[src/rtl/vram_line_reader_pkg.sv]
// vram_line_reader_pkg
// Shared video definitions: the VRAM read-port geometry, the output pixel
// width, the default run/FIFO sizing and the line reader state encoding.
package vram_line_reader_pkg;

  localparam int VRAM_ADDR_WIDTH    = 12;
  localparam int VRAM_DATA_WIDTH    = 32;
  localparam int PIXEL_WIDTH        = 16;
  localparam int READER_COUNT_WIDTH = 9;
  localparam int READER_FIFO_DEPTH  = 4;

  typedef enum logic [1:0] {
    IDLE,
    FETCH,
    DRAIN
  } readerState_e;

endpackage

[src/rtl/vram_line_reader_if.sv]
// vram_line_reader_if
// Bundles the line reader's command, RAM read port and pixel stream.
//   command : start, baseAddr, count (scheduler -> reader); busy, done (reader -> scheduler)
//   RAM     : ramRd, ramAddr (reader -> RAM); ramDout (RAM -> reader, one cycle after ramRd)
//   pixels  : pixelValid, pixelBits (reader -> renderer); pixelReady (renderer -> reader)
// Modports: slave = the reader itself, master = everything around it.
interface vram_line_reader_if
  import vram_line_reader_pkg::*;
#(
  parameter int ADDR_WIDTH  = VRAM_ADDR_WIDTH,
  parameter int DATA_WIDTH  = VRAM_DATA_WIDTH,
  parameter int OUT_WIDTH   = PIXEL_WIDTH,
  parameter int COUNT_WIDTH = READER_COUNT_WIDTH
);

  logic                   start;
  logic [ADDR_WIDTH-1:0]  baseAddr;
  logic [COUNT_WIDTH-1:0] count;
  logic                   busy;
  logic                   done;
  logic                   ramRd;
  logic [ADDR_WIDTH-1:0]  ramAddr;
  logic [DATA_WIDTH-1:0]  ramDout;
  logic                   pixelValid;
  logic                   pixelReady;
  logic [OUT_WIDTH-1:0]   pixelBits;

  modport slave (
    input  start, baseAddr, count, ramDout, pixelReady,
    output busy, done, ramRd, ramAddr, pixelValid, pixelBits
  );

  modport master (
    output start, baseAddr, count, ramDout, pixelReady,
    input  busy, done, ramRd, ramAddr, pixelValid, pixelBits
  );

endinterface

[src/rtl/vram_line_reader_sync_word_fifo.sv]
// sync_word_fifo
// Small single-clock word FIFO with a registered head output, shared by the
// layer fetchers.
//   clock    : rising-edge clock
//   reset    : asynchronous, active-low; empties the FIFO and clears head
//   push     : write pushData this cycle (caller guarantees space)
//   pushData : word to write
//   pop      : discard the head word (ignored when empty)
//   count    : number of stored words, 0..DEPTH
//   head     : oldest word, valid whenever count != 0
module sync_word_fifo #(
  parameter int WIDTH = 32,
  parameter int DEPTH = 4
) (
  input  logic                     clock,
  input  logic                     reset,
  input  logic                     push,
  input  logic [WIDTH-1:0]         pushData,
  input  logic                     pop,
  output logic [$clog2(DEPTH):0]   count,
  output logic [WIDTH-1:0]         head
);

  localparam int PTR_W = $clog2(DEPTH);
  localparam int CNT_W = PTR_W + 1;

  logic [WIDTH-1:0] mem [DEPTH];
  logic [PTR_W-1:0] wrPtr;
  logic [PTR_W-1:0] rdPtr;
  logic [PTR_W-1:0] rdPtrNext;
  logic             popOk;

  assign popOk     = pop && (count != '0);
  assign rdPtrNext = rdPtr + 1'b1;

  // Storage carries no reset so it can map onto distributed/block RAM.
  always_ff @(posedge clock) begin
    if (push) mem[wrPtr] <= pushData;
  end

  always_ff @(posedge clock or negedge reset) begin
    if (!reset) begin
      wrPtr <= '0;
      rdPtr <= '0;
      count <= '0;
      head  <= '0;
    end else begin
      if (push)  wrPtr <= wrPtr + 1'b1;
      if (popOk) rdPtr <= rdPtr + 1'b1;

      case ({push, popOk})
        2'b10:   count <= count + 1'b1;
        2'b01:   count <= count - 1'b1;
        default: count <= count;
      endcase

      // Head tracks the oldest word: after a pop it is the next stored word,
      // unless the FIFO would otherwise be empty, in which case the word
      // being pushed falls straight through.
      if (popOk && count > CNT_W'(1))
        head <= mem[rdPtrNext];
      else if (push && ((count == '0) || (popOk && count == CNT_W'(1))))
        head <= pushData;
    end
  end

endmodule

[src/rtl/vram_line_reader.sv]
// vram_line_reader
// Streams a run of consecutive 32-bit words out of the VRAM read port and
// hands them to the layer renderer as 16-bit halfwords, low half first.
//   clock : rising-edge clock
//   reset : asynchronous, active-low; aborts any run without a done pulse
//   io    : slave view of vram_line_reader_if (command, RAM port, pixels)
// The RAM returns data one cycle after ramRd; reads are only issued when
// the FIFO has room for every word already requested, so the returning
// word can always be written without a full check.
module vram_line_reader
  import vram_line_reader_pkg::*;
#(
  parameter int ADDR_WIDTH  = VRAM_ADDR_WIDTH,
  parameter int DATA_WIDTH  = VRAM_DATA_WIDTH,   // must be 2*OUT_WIDTH
  parameter int OUT_WIDTH   = PIXEL_WIDTH,
  parameter int COUNT_WIDTH = READER_COUNT_WIDTH,
  parameter int FIFO_DEPTH  = READER_FIFO_DEPTH  // power of two, >= 2
) (
  input  logic               clock,
  input  logic               reset,
  vram_line_reader_if.slave  io
);

  localparam int FIFO_CNT_W = $clog2(FIFO_DEPTH) + 1;

  readerState_e           stateReg;
  readerState_e           stateNext;
  logic [ADDR_WIDTH-1:0]  addrReg;
  logic [COUNT_WIDTH-1:0] issueLeftReg;
  logic [COUNT_WIDTH-1:0] popLeftReg;
  logic                   inFlightReg;
  logic                   halfReg;
  logic                   doneReg;
  logic                   doneNext;

  logic [FIFO_CNT_W-1:0]  fifoCount;
  logic [DATA_WIDTH-1:0]  fifoHead;

  logic                   credit;
  logic                   issue;
  logic                   handshake;
  logic                   popWord;
  logic                   lastPop;

  // A read may go out only if the stored words plus the one still coming
  // back from the RAM leave a free slot.
  assign credit    = (fifoCount + FIFO_CNT_W'(inFlightReg)) < FIFO_CNT_W'(FIFO_DEPTH);
  assign issue     = (stateReg == FETCH) && (issueLeftReg != '0) && credit;
  assign handshake = io.pixelValid && io.pixelReady;
  assign popWord   = handshake && halfReg;
  assign lastPop   = popWord && (popLeftReg == COUNT_WIDTH'(1));

  assign io.busy       = (stateReg != IDLE);
  assign io.done       = doneReg;
  assign io.ramRd      = issue;
  assign io.ramAddr    = addrReg;
  assign io.pixelValid = (fifoCount != '0);
  assign io.pixelBits  = halfReg ? fifoHead[DATA_WIDTH-1:OUT_WIDTH] : fifoHead[OUT_WIDTH-1:0];

  sync_word_fifo #(
    .WIDTH (DATA_WIDTH),
    .DEPTH (FIFO_DEPTH)
  ) wordFifo (
    .clock    (clock),
    .reset    (reset),
    .push     (inFlightReg),
    .pushData (io.ramDout),
    .pop      (popWord),
    .count    (fifoCount),
    .head     (fifoHead)
  );

  always_ff @(posedge clock or negedge reset) begin
    if (!reset) begin
      stateReg <= IDLE;
      doneReg  <= 1'b0;
    end else begin
      stateReg <= stateNext;
      doneReg  <= doneNext;
    end
  end

  // done is registered so that on a normal run it coincides with the return
  // to IDLE; a zero-length run raises it on its single DRAIN cycle instead.
  always_comb begin
    stateNext = stateReg;
    doneNext  = 1'b0;
    case (stateReg)
      IDLE: begin
        if (io.start) begin
          stateNext = (io.count == '0) ? DRAIN : FETCH;
          doneNext  = (io.count == '0);
        end
      end
      FETCH: begin
        if (issue && issueLeftReg == COUNT_WIDTH'(1)) stateNext = DRAIN;
      end
      DRAIN: begin
        doneNext = lastPop;
        if (lastPop || (popLeftReg == '0 && !inFlightReg)) stateNext = IDLE;
      end
      default: stateNext = IDLE;
    endcase
  end

  always_ff @(posedge clock or negedge reset) begin
    if (!reset) begin
      addrReg      <= '0;
      issueLeftReg <= '0;
      popLeftReg   <= '0;
      inFlightReg  <= 1'b0;
      halfReg      <= 1'b0;
    end else begin
      inFlightReg <= issue;
      if (stateReg == IDLE && io.start) begin
        addrReg      <= io.baseAddr;
        issueLeftReg <= io.count;
        popLeftReg   <= io.count;
      end else begin
        if (issue) begin
          addrReg      <= addrReg + 1'b1;   // wraps at the top of the RAM
          issueLeftReg <= issueLeftReg - 1'b1;
        end
        if (popWord) popLeftReg <= popLeftReg - 1'b1;
      end
      if (handshake) halfReg <= ~halfReg;
    end
  end

endmodule

[src/flat_wrapper.sv]
// flat-port wrapper written by rule: the top's interface ports become plain ports
module vram_line_reader_flat import vram_line_reader_pkg::*;
#(
  parameter int ADDR_WIDTH  = VRAM_ADDR_WIDTH,
  parameter int DATA_WIDTH  = VRAM_DATA_WIDTH,                         
  parameter int OUT_WIDTH   = PIXEL_WIDTH,
  parameter int COUNT_WIDTH = READER_COUNT_WIDTH,
  parameter int FIFO_DEPTH  = READER_FIFO_DEPTH                       
)
  (clock, reset, io_start, io_baseAddr, io_count, io_ramDout, io_pixelReady, io_busy, io_done, io_ramRd, io_ramAddr, io_pixelValid, io_pixelBits);
  vram_line_reader_if #(.ADDR_WIDTH(ADDR_WIDTH), .DATA_WIDTH(DATA_WIDTH), .OUT_WIDTH(OUT_WIDTH), .COUNT_WIDTH(COUNT_WIDTH)) io_i ();
  input  logic clock;
  input  logic reset;
  input wire logic [$bits(io_i.start)-1:0] io_start;
  input wire logic [$bits(io_i.baseAddr)-1:0] io_baseAddr;
  input wire logic [$bits(io_i.count)-1:0] io_count;
  input wire logic [$bits(io_i.ramDout)-1:0] io_ramDout;
  input wire logic [$bits(io_i.pixelReady)-1:0] io_pixelReady;
  output wire logic [$bits(io_i.busy)-1:0] io_busy;
  output wire logic [$bits(io_i.done)-1:0] io_done;
  output wire logic [$bits(io_i.ramRd)-1:0] io_ramRd;
  output wire logic [$bits(io_i.ramAddr)-1:0] io_ramAddr;
  output wire logic [$bits(io_i.pixelValid)-1:0] io_pixelValid;
  output wire logic [$bits(io_i.pixelBits)-1:0] io_pixelBits;
  assign io_i.start = io_start;
  assign io_i.baseAddr = io_baseAddr;
  assign io_i.count = io_count;
  assign io_i.ramDout = io_ramDout;
  assign io_i.pixelReady = io_pixelReady;
  assign io_busy = io_i.busy;
  assign io_done = io_i.done;
  assign io_ramRd = io_i.ramRd;
  assign io_ramAddr = io_i.ramAddr;
  assign io_pixelValid = io_i.pixelValid;
  assign io_pixelBits = io_i.pixelBits;
  vram_line_reader #(.ADDR_WIDTH(ADDR_WIDTH), .DATA_WIDTH(DATA_WIDTH), .OUT_WIDTH(OUT_WIDTH), .COUNT_WIDTH(COUNT_WIDTH), .FIFO_DEPTH(FIFO_DEPTH)) u_core (.clock(clock), .reset(reset), .io(io_i));
endmodule
[config.mk]
export PLATFORM = sky130hd
export DESIGN_NAME = vram_line_reader_flat
export DESIGN_NICKNAME = d
export VERILOG_FILES = /design/src/rtl/vram_line_reader_pkg.sv /design/src/rtl/vram_line_reader_if.sv /design/src/rtl/vram_line_reader_sync_word_fifo.sv /design/src/rtl/vram_line_reader.sv /design/src/flat_wrapper.sv
export SDC_FILE = /design/constraint.sdc
export NUM_CORES = 1
export LEC_CHECK = 0
export CAP_MARGIN = 10
export CORE_MARGIN = 2
export CORE_UTILIZATION = 45
export DETAILED_ROUTE_END_ITERATION = 8
export GPL_TIMING_DRIVEN = 0
export PLACE_DENSITY = 0.66
export SLEW_MARGIN = 20
export SYNTH_ARGS = -nofsm -noshare
export SYNTH_HDL_FRONTEND = slang
export SYNTH_SLANG_ARGS = --single-unit
export TNS_END_PERCENT = 20
[constraint.sdc]
create_clock -name clock -period 2.2 [get_ports clock]
set_input_delay 0.44 -clock clock [delete_from_list [all_inputs] [get_ports clock]]
set_output_delay 0.44 -clock clock [all_outputs]
set_load 0.02 [all_outputs]
Word-level counts from Yosys, hierarchy flattened. Memory sizes are Yosys's and may differ from the RTL's. Index checks and enable logic that the tools add are counted.

Eq/ne operators: 10. Add/sub/neg operators: 8. Reduce and logical (&&, ||, !) cells: 27. Shift-type cells: 0. Bitwise operators: 1. $lt $le $gt $ge: 2. Muxes and demuxes: 19. Multipliers: 0. Divide/modulo/power cells: 0.

Operator list (number): 32-bit 2-to-1 mux (2); 9-bit 2-to-1 mux (4); 12-bit 2-to-1 mux (2); 9-bit by 1-bit == test with 1-bit output (second input constant) (2); 9-bit logical NOT (2); 9-bit by 1-bit subtractor with 9-bit output (second input constant) (2); 16-bit 2-to-1 mux (1); 12-bit by 1-bit adder with 12-bit output (second input constant) (1); 1-bit logical AND (12); 2-bit nonzero test (5); 9-bit nonzero test (1); 2-bit 2-to-1 mux (4); 2-bit case mux with 3 select lines (1); 3-bit case mux with 2 select lines (1); 2-bit by 1-bit adder with 2-bit output (second input constant) (2); 2-bit by 1-bit == test with 1-bit output (second input constant) (2); 2-bit == test (second input constant) (2); 2-bit inequality test (second input constant) (2); 3-bit by 1-bit adder with 3-bit output (1); 3-bit by 1-bit adder with 3-bit output (second input constant) (1); 3-bit by 1-bit == test with 1-bit output (second input constant) (1); 3-bit by 1-bit greater-than comparator with 1-bit output (second input constant) (1); 3-bit logical NOT (1); 3-bit less-than comparator (second input constant) (1); other kinds (10) (13).

Memories kept: 1. Register bits: 74. Logic and storage cells: 79. Output and inout bits: 32. Bits in read-only memories: 0. Memory bits (writable): 128. Bits of input ports: 57. Latch bits: 0.

Memories: u_core.wordFifo.mem (words 4, bits a word 32, rd ports 1, clocked after memory_dff 0, wr ports 1, RTL line vram_line_reader_sync_word_fifo.sv:27) `logic [WIDTH-1:0] mem [DEPTH];`.

Longest topological paths before layout. Gate-level depths: netlist (run 1).

Depth in word-level cells: 9. Mapped depth: 8. Depth with buffers taken out: 8.

Hierarchy. Synthesis (run 1) repeated with hierarchy kept, for this count alone.

Cell total of the unflattened synthesis: 551. Area total of the unflattened synthesis: 8832.2 um^2.

Modules (own cells, without submodules): sync_word_fifo (area each 6660.1 um^2, cells an instance 314, times used 1, sequential area each 4819.6 um^2); vram_line_reader (area each 2172.1 um^2, cells an instance 237, times used 1, sequential area each 875.8 um^2).

Worst setup path before layout (run 1). No wires, ideal clock.

Kind: register to register. From: reg u_core.wordFifo.count[0]. To: reg u_core.wordFifo.count[2]. Stages on the path, launching flop included: 9. Period minus slack after synthesis: 1.885 ns. Slack: 0.315 ns. Required time: 2.078 ns. Setup time: 0.122 ns. Arrival time: 1.763 ns. Path buffers: 0. Cell sequence: dfrtp_1 > inv_1 > ha_1 > nor2b_2 > nor2_2 > ha_1 > mux2i_1 > nor2_1 > xnor2_1.

Cells in the longest elaborated chain, start to end: 6. Elaborated cells between the ends (all ways): 10. Classes of those cells: 2 x add/sub; 2 x eq/ne; 1 x mux; 5 x reduce/logical.

Ends and longest elaborated chain: start, declared (RTL line vram_line_reader_sync_word_fifo.sv:20) `output logic [$clog2(DEPTH):0] count,`; start signal, assigned (RTL line vram_line_reader_sync_word_fifo.sv:52) `2'b10: count <= count + 1'b1;`; start signal, assigned (RTL line vram_line_reader_sync_word_fifo.sv:53) `2'b01: count <= count - 1'b1;`; start signal, assigned (RTL line vram_line_reader_sync_word_fifo.sv:54) `default: count <= count;`; 3-bit nonzero test (*) (RTL line vram_line_reader_sync_word_fifo.sv:33, vram_line_reader.sv:57); 1-bit logical AND (RTL line vram_line_reader.sv:49) `assign handshake = io.pixelValid && io.pixelReady;`; 1-bit logical AND (RTL line vram_line_reader.sv:50) `assign popWord = handshake && halfReg;`; 1-bit logical AND (*) (RTL line vram_line_reader_sync_word_fifo.sv:33) `assign popOk = pop && (count != '0);`; via u_core.wordFifo.popOk (RTL line vram_line_reader_sync_word_fifo.sv:31) `logic popOk;`; 2-bit by 1-bit == test with 1-bit output or 2-bit == test (tied branches) (RTL line vram_line_reader_sync_word_fifo.sv:51) `case ({push, popOk})`; 3-bit case mux with 2 select lines or 2-bit nonzero test (tied branches).

Mark *: on every way through the listed nets, which the timed path passes. The rest lies on a longest branch. A chain may end at the register's enable or synchronous reset.

Final worst setup path (run 1).
From: reg u_core.issueLeftReg[0]. To: out io_ramRd.

Cells in the longest elaborated chain, start to end: 3.

Ends and longest elaborated chain: start, declared (RTL line vram_line_reader.sv:29) `logic [COUNT_WIDTH-1:0] issueLeftReg;`; start signal, assigned (RTL line vram_line_reader.sv:117) `issueLeftReg <= io.count;`; start signal, assigned (RTL line vram_line_reader.sv:122) `issueLeftReg <= issueLeftReg - 1'b1;`; 9-bit nonzero test (RTL line vram_line_reader.sv:48) `assign issue = (stateReg == FETCH) && (issueLeftReg != '0) && credit;`; 1-bit logical AND (2 in series) (RTL line vram_line_reader.sv:48); end, declared (RTL line flat_wrapper.sv:21) `output wire logic [$bits(io_i.ramRd)-1:0] io_ramRd;`.

Every way passes these cells.

==> run_results.csv, run 1 <==
group,metric,value,unit
power,cell_internal_pwr,10.3,mW
synth,synthesized_instance_count,585,
sta,tightest_pin_transition,699,ps
worst_setup_path,critical_path_at,1750,ps
synth,postSynth.asyncResetShare,36.6,%
global_routing,grtUsageTotal,19.5,%
synth,yosys.cell_types.count,55,
sta,final-hold-violation-count,0,
final_layout,layout_commonest_cell,"sky130_fd_sc_hd__edfxtp_1",
routing,drc_errors,0,
final_layout,flow.area_growth_from_synthesis,26.1,%
synth,synth_area_per_cell,14.9,um2
sta,slew_headroom,53.4,%
power,p_sw_share,35.6,%
clocking,number_of_buffers_inserted_during_clock_tree_synthesis,23,
routing,firstDrtPassIters,4,
power,power.density,1460,nW/um2
floorplanning,fp-row-count,50,
floorplanning,core_outline_area,18800,um2
placed_design,numPortBuffers,88,
sta,max_freq,457,MHz
power,combPwrFrac,40.1,%
placed_design,routabilityCongestion,0.830,
routing,wirelength,19600,um
floorplanning,dieWidth,143,um
placed_design,post-dp-hpwl,13100,um
worst_setup_path,worst-r2r-cell-count,5,
clocking,htree_num_levels,1,
power,power_frac_clock,22.0,%
worst_setup_path,critical_path.endpoint_type,"output pin",
sta,setup_viol,0,
routing,ant_nets,0,
global_routing,grt_max_degree,61,
synth,dominantRegCellSynth,"sky130_fd_sc_hd__edfxtp_1",
clocking,clock_latency,510,ps
power,share_seq_of_total_power,37.9,%
worst_setup_path,timing.critical_path.required,1760,ps
synth,synth_nets,658,
final_layout,finalNetCount,793,
power,report.power.total,16.0,mW
floorplanning,floorplan.io_pins,89,
final_layout,layout-drive-gt1-share,22.7,%
worst_setup_path,path_class,"reg -> out",
worst_setup_path,critical_path.reg2reg.startpoint,"u_core.wordFifo.rdPtr[0]",
synth,postSynthRegisterBits,202,
clocking,cts_tree,"yes",
global_routing,first_global_vias,5613,
synth,dominant_combinational_cell_family_by_area_after_synthesis,"multiplexers",
synth,synthXorXnorAreaFrac,2.22,%
synth,synth.mux.area_fraction,14.2,%
synth,edff_count_synth,128,
hold_path,hold_path_class,"in -> async",
sta,period_share,99.4,%
global_routing,grt_overflow_total,0,
routing,avgRoutedWirePerCell,19.6,um
synth,synth_adder_area_share,2.30,%
final_layout,most-common-layout-cells,"128 x sky130_fd_sc_hd__edfxtp_1, 72 x sky130_fd_sc_hd__dfrtp_1, 69 x sky130_fd_sc_hd__clkdlybuf4s50_1",
placed_design,post_dp_cell_area,10000,um2
final_layout,fill_cells,1455,
sta,worst_clock_skew,10.0,ps
routing,drt_first_iter_violations,344,
clocking,cts_root_buf,"sky130_fd_sc_hd__clkbuf_16",
floorplanning,floorplan.die_area,20400,um2
routing,route.vias.total,5380,
sta,post-route-min-period,2190,ps
synth,netlist_area,8690,um2
clocking,cts_num_sinks,202,
run_status,run_status,"finished clean",
global_routing,grt_first_pass_wirelength,30700,um
worst_setup_path,worstReg2RegEnd,"u_core.wordFifo.head[0]",
final_layout,postLayoutCoreUtil,58.2,%
global_routing,initial_antenna_violation_count,1,
final_layout,final_area,11000,um2
power,switchingPower,5.68,mW
worst_setup_path,reg_to_reg_setup_timing_slack,10,ps
floorplanning,fp.dieH,143,um
synth,ys.warnings.count,0,
routing,viasPerCell,5.39,
run,maxCapViolCount,0,
sta,rsz_0062_raised_after_global_routing,"true",
floorplanning,initial_utilization,46.2,%
synth,synth-compound-area-share,6.13,%
worst_setup_path,cp_max_fo,7,
power,ir_drop,0.000735,V
sta,final_tns_setup,0,ps
synth,synth-seq-area-share,65.5,%
worst_setup_path,setup.worst_path.start_class,"flop",
sta,timing_max_transition_violations_final,0,
power,power.leakage,4.01,nW
clocking,cts_max_path_bufs,3,
clocking,clkTransAtPathRegs,60,ps
synth,synthSimpleGateAreaFrac,7.35,%
[registers in the layout, summed over array words and instances (netlist names), 3 cells and up]
name / flops
u_core.wordFifo.mem: 128
u_core.wordFifo.count: 3
u_core.issueLeftReg: 9
u_core.popLeftReg: 9
u_core.wordFifo.head: 32
u_core.io.ramAddr: 12
[routing by layer]
metal,track usage (%),vias up,routed length [um]
met5,0,-,0
met4,4.95,0,448
met3,2.98,32,806
met2,33.2,145,9580
met1,26.4,2730,8750
li1,-,2473,-
[area by class of cell]
cell class	instances	area [um2]	share of cell area, %
Clock inverter	18	125	1.14
Inverter	16	62.6	0.571
Sequential cell	202	5700	52.0
Multi-Input combinational cell	341	2930	26.7
Timing Repair Buffer	109	1050	9.62
Tap cell	260	325	2.97
Antenna cell	1	2.50	0.0228
Clock buffer	24	579	5.28
Buffer	27	183	1.67
[critical path, stage by stage, from the launching register on]
cell and delay (ps):
sky130_fd_sc_hd__dfrtp_1 400, sky130_fd_sc_hd__inv_2 100, sky130_fd_sc_hd__ha_4 140, sky130_fd_sc_hd__nor2b_4 210
sky130_fd_sc_hd__nand3_4 100, sky130_fd_sc_hd__nand2_2 120, sky130_fd_sc_hd__inv_4 60, sky130_fd_sc_hd__buf_6 130
[synth_stat cells (all sizes together), types with 2 or more instances]
| cell | instances | share of area (%) |
|---|---|---|
| edfxtp | 128 | 44 |
| dfrtp | 74 | 21 |
| nand2 | 66 | 2.9 |
| o21ai | 54 | 3.1 |
| mux2i | 33 | 3.8 |
| mux4 | 32 | 8.3 |
| nor2 | 21 | 0.94 |
| buf | 20 | 1.3 |
| ha | 16 | 2.3 |
| inv | 16 | 0.69 |
| mux2 | 16 | 2.1 |
| nand3 | 15 | 0.86 |
| xor2 | 12 | 1.2 |
| xnor2 | 10 | 1.0 |
| clkbuf | 7 | 0.30 |
| and2 | 6 | 0.43 |
| nor3 | 6 | 0.46 |
| a31oi | 5 | 0.43 |
| o211ai | 5 | 0.43 |
| nand4 | 4 | 0.29 |
| or3 | 4 | 0.29 |
| a211oi | 3 | 0.40 |
| a21oi | 3 | 0.22 |
| nor2b | 3 | 0.24 |
| nor4 | 3 | 0.22 |
| o311ai | 3 | 0.30 |
| a21o | 2 | 0.17 |
| a31o | 2 | 0.20 |
| nor4b | 2 | 0.27 |
| o22ai | 2 | 0.14 |
| or4 | 2 | 0.17 |
[through the flow]
| step | cells | hold WS [ps] | setup WS (ps) |
|---|---|---|---|
| floorplan | 585 | 144 | 315 |
| global placement | 933 | 467 | -1790 |
| detailed placement | 938 | 323 | -316 |
| CTS | 985 | 334 | -93.4 |
| global route | 997 | 358 | -54.3 |
| finish | 998 | 359 | 13.7 |
[power by group through the flow]
| stage | sequential [mW] | combinational [mW] | clock [mW] |
|---|---|---|---|
| after detailed placement | 6.07 | 6.09 | 0 |
| after global placement | 6.03 | 5.82 | 0 |
| after floorplan | 6.00 | 3.93 | 0 |
| final | 6.05 | 6.40 | 3.52 |
| after global routing | 6.19 | 6.94 | 3.74 |
| after CTS | 6.04 | 6.12 | 3.60 |
[logic make-up (layout without fill, tap and decap cells)]
kind of cell               Yosys count  count (layout)
other                                0               1
AOI/OAI and AO/OA                   86              87
and+or+nand+nor                    135             135
xor gates and xnor gates            22              22
DFF                                202             202
muxes                               81              81
adders and majority gates           16              16
buffers and inverters               43             194
[repair_timing]
item / in CTS / in global routing
hold buffers: 1 / 0
endpoints found under the setup margin: 43 / 45
hold endpoints to repair: 14 / 0
gates resized for setup: 70 / 23
pin swaps: 1 / 5
buffers inserted: 4 / 11
cloned: 0 / 1
[worst max-delay path by stage]
stage,start,end,cells after the start
global route,u_core.issueLeftReg[0],io_ramRd,7
floorplan,u_core.wordFifo.count[0],u_core.wordFifo.count[2],8
CTS,u_core.wordFifo.count[1],u_core.wordFifo.head[0],8
finish,u_core.issueLeftReg[0],io_ramRd,7
detailed placement,io_pixelReady,u_core.wordFifo.head[18],6
global placement,reset,u_core.wordFifo.head[5],1
Note: power is estimated with default switching activity, not from simulation.
==> run 2: changes to the inputs <==
--- a/config.mk
+++ b/config.mk
@@ -11,6 +11,7 @@
 export DETAILED_ROUTE_END_ITERATION = 8
 export GPL_TIMING_DRIVEN = 0
 export PLACE_DENSITY = 0.66
+export REMOVE_ABC_BUFFERS = 1
 export SLEW_MARGIN = 20
 export SYNTH_ARGS = -nofsm -noshare
 export SYNTH_HDL_FRONTEND = slang
==> run_results.csv, run 2 (same netlist as run 1, synthesis figures left out) <==
group,metric,value,unit
run_status,run_status,"complete, but fails checks",
clocking,cts_max_path_bufs,3,
worst_setup_path,setup.worst_path.start_class,"flop",
sta,finalHoldWorstSlack,407,ps
routing,viasPerCell,5.41,
worst_setup_path,worstReg2RegEnd,"u_core.wordFifo.count[2]",
floorplanning,floorplan.io_pins,89,
sta,period_share,102,%
sta,final-hold-violation-count,0,
global_routing,grtUsageTotal,18.8,%
routing,avgRoutedWirePerCell,19.2,um
worst_setup_path,critical_path_at,1800,ps
floorplanning,initial_utilization,46.2,%
clocking,number_of_buffers_inserted_during_clock_tree_synthesis,22,
sta,rsz_0062_raised_after_global_routing,"true",
placed_design,placement.setup.worst_slack,-740,ps
worst_setup_path,critPathMaxStageDelay,450,ps
final_layout,diodes,0,
floorplanning,fp-row-count,50,
global_routing,first_global_vias,5462,
sta,slew_headroom,51.1,%
global_routing,initial_antenna_violation_count,0,
worst_setup_path,cell_chain_of_the_critical_path,"nor3_4 -> nand3_4 -> nand2_4 -> inv_4 -> buf_4",
final_layout,fill_cells,1445,
clocking,htree_num_levels,1,
final_layout,layout_commonest_cell,"sky130_fd_sc_hd__edfxtp_1",
final_layout,flow.area_growth_from_synthesis,25.2,%
power,power.leakage,3.95,nW
worst_setup_path,worst-r2r-cell-count,9,
clocking,clock_latency,510,ps
placed_design,routabilityCongestion,0.799,
global_routing,grt_max_degree,51,
sta,max_freq,446,MHz
final_layout,largest_register_ff_count,128,
global_routing,grt_first_pass_wirelength,29600,um
floorplanning,floorplan.die_area,20400,um2
routing,drc_errors,0,
worst_setup_path,cp_max_fo,7,
worst_setup_path,timing.critical_path.required,1760,ps
sta,setup_viol,1,
placed_design,numPortBuffers,88,
worst_setup_path,critical_path.endpoint_type,"output pin",
final_layout,largest_register,"u_core.wordFifo.mem",
sta,setup_slack,-42.7,ps
worst_setup_path,path_class,"reg -> out",
worst_setup_path,critical_path.reg2reg.startpoint,"u_core.wordFifo.count[0]",
final_layout,layout-drive-gt1-share,21.7,%
final_layout,finalNetCount,770,
run_status,violations,"negative setup slack",
power,power.density,1450,nW/um2
sta,tightest_pin_transition,734,ps
final_layout,most-common-layout-cells,"128 x sky130_fd_sc_hd__edfxtp_1, 69 x sky130_fd_sc_hd__clkdlybuf4s50_1, 68 x sky130_fd_sc_hd__dfrtp_1",
sta,timing_max_transition_violations_final,0,
final_layout,multiInputGateArea,2880,um2
floorplanning,core_outline_area,18800,um2
floorplanning,fp.dieH,143,um
final_layout,area.sequential,5710,um2
sta,worst_clock_skew,11.6,ps
global_routing,grt_overflow_total,0,
worst_setup_path,crit_path_end,"io_ramRd",
routing,ant_nets,0,
routing,drt_first_iter_violations,273,
clocking,cts_num_sinks,202,
placed_design,post-dp-hpwl,11600,um
run,maxCapViolCount,0,
clocking,cts_tree,"yes",
hold_path,hold_path_class,"in -> async",
routing,wirelength,18700,um
sta,post-route-min-period,2240,ps
worst_setup_path,critical_path.slowest_cell,"sky130_fd_sc_hd__dfrtp_1",
clocking,cts_root_buf,"sky130_fd_sc_hd__clkbuf_16",
power,ir_drop,0.000739,V
clocking,clkTransAtPathRegs,60,ps
routing,route.vias.total,5268,
worst_setup_path,buffering_stage_count_on_the_worst_path_with_inverters_included,2,
worst_setup_path,timing.critical_path.from,"u_core.issueLeftReg[3]",
worst_setup_path,critical_path_depth_in_cells,5,
routing,firstDrtPassIters,5,
floorplanning,dieWidth,143,um
worst_setup_path,reg_to_reg_setup_timing_slack,120,ps
worst_setup_path,critical-path-top-delay-family,"simple AND/OR/NAND/NOR gates",
==> run 2: cell types whose count changed in the layout (fill, tap and decap cells not counted), sizes merged, moves of 4 or more <==
cell	delta
buf	-17
dlygate4sd2	-7
clkdlybuf4s15	+6
clkbuf	+4
clkinv	-4
clkinvlp	-4
==> run 2: how the worst min path moves through the flow <==
stage,from,to,depth (start not counted)
after floorplan,reset,u_core.halfReg,0
after global placement,u_core.wordFifo.head[21],u_core.wordFifo.head[21],2
after detailed placement,reset,u_core.io.ramAddr[1],1
after CTS,reset,u_core.io.ramAddr[1],2
after global routing,reset,u_core.wordFifo.head[6],2
final,reset,u_core.io.ramAddr[1],2
==> run 2: through the flow <==
stage	total power [mW]	TNS [ps]	cells	utilization [%]	cell area (um2)
after floorplan	9.77	-41350	558	-	8550
after global placement	11.6	-309580	906	51.8	9760
after detailed placement	12.1	-30320	917	53.1	10000
after CTS	15.9	0	970	57.9	10900
after global routing	16.7	-123	973	57.8	10900
final	15.8	-42.7	973	57.8	10900
==> run 2: report_power, final <==
part / switching, mW / internal [mW] / total [mW] / leakage (nW)
clock: 1.47 / 1.96 / 3.43 / 0.333
sequential: 0.916 / 5.36 / 6.27 / 2.06
combinational: 3.14 / 2.95 / 6.10 / 1.55
==> run 2: area by class of cell <==
class / instances / area share, %
clock inverters: 9 / 0.644
inverters: 16 / 0.575
multi-input cells: 340 / 26.5
flip-flops and latches: 202 / 52.4
well taps: 260 / 2.99
clock buffers: 31 / 5.64
repair buffers: 115 / 11.2
==> run 2: worst reg2reg max path, stage by stage, from the launching register on <==
cell	delay, ps
sky130_fd_sc_hd__dfrtp_2	440
sky130_fd_sc_hd__inv_2	60
sky130_fd_sc_hd__ha_2	190
sky130_fd_sc_hd__nor2b_4	130
sky130_fd_sc_hd__buf_4	150
sky130_fd_sc_hd__nor2_2	340
sky130_fd_sc_hd__ha_1	280
sky130_fd_sc_hd__mux2i_1	190
sky130_fd_sc_hd__nor2_1	70
sky130_fd_sc_hd__xnor2_1	120
==> run 2: per-layer routing <==
metal	part of all wire, %	up-vias	global-route usage (%)
met1	44	2658	25.7
met2	49	145	31.1
li1	-	2434	-
met3	5.3	31	3.35
met4	2.4	0	5.32
met5	0	-	0
==> run 2: what timing repair did <==
action                     CTS  global route
setup endpoints to repair   65            40
pin swaps                    5             0
setup buffers               12             3
hold buffers                 1             0
resized for setup           73            12
hold endpoints to repair    24             0
gates cloned                 0             0
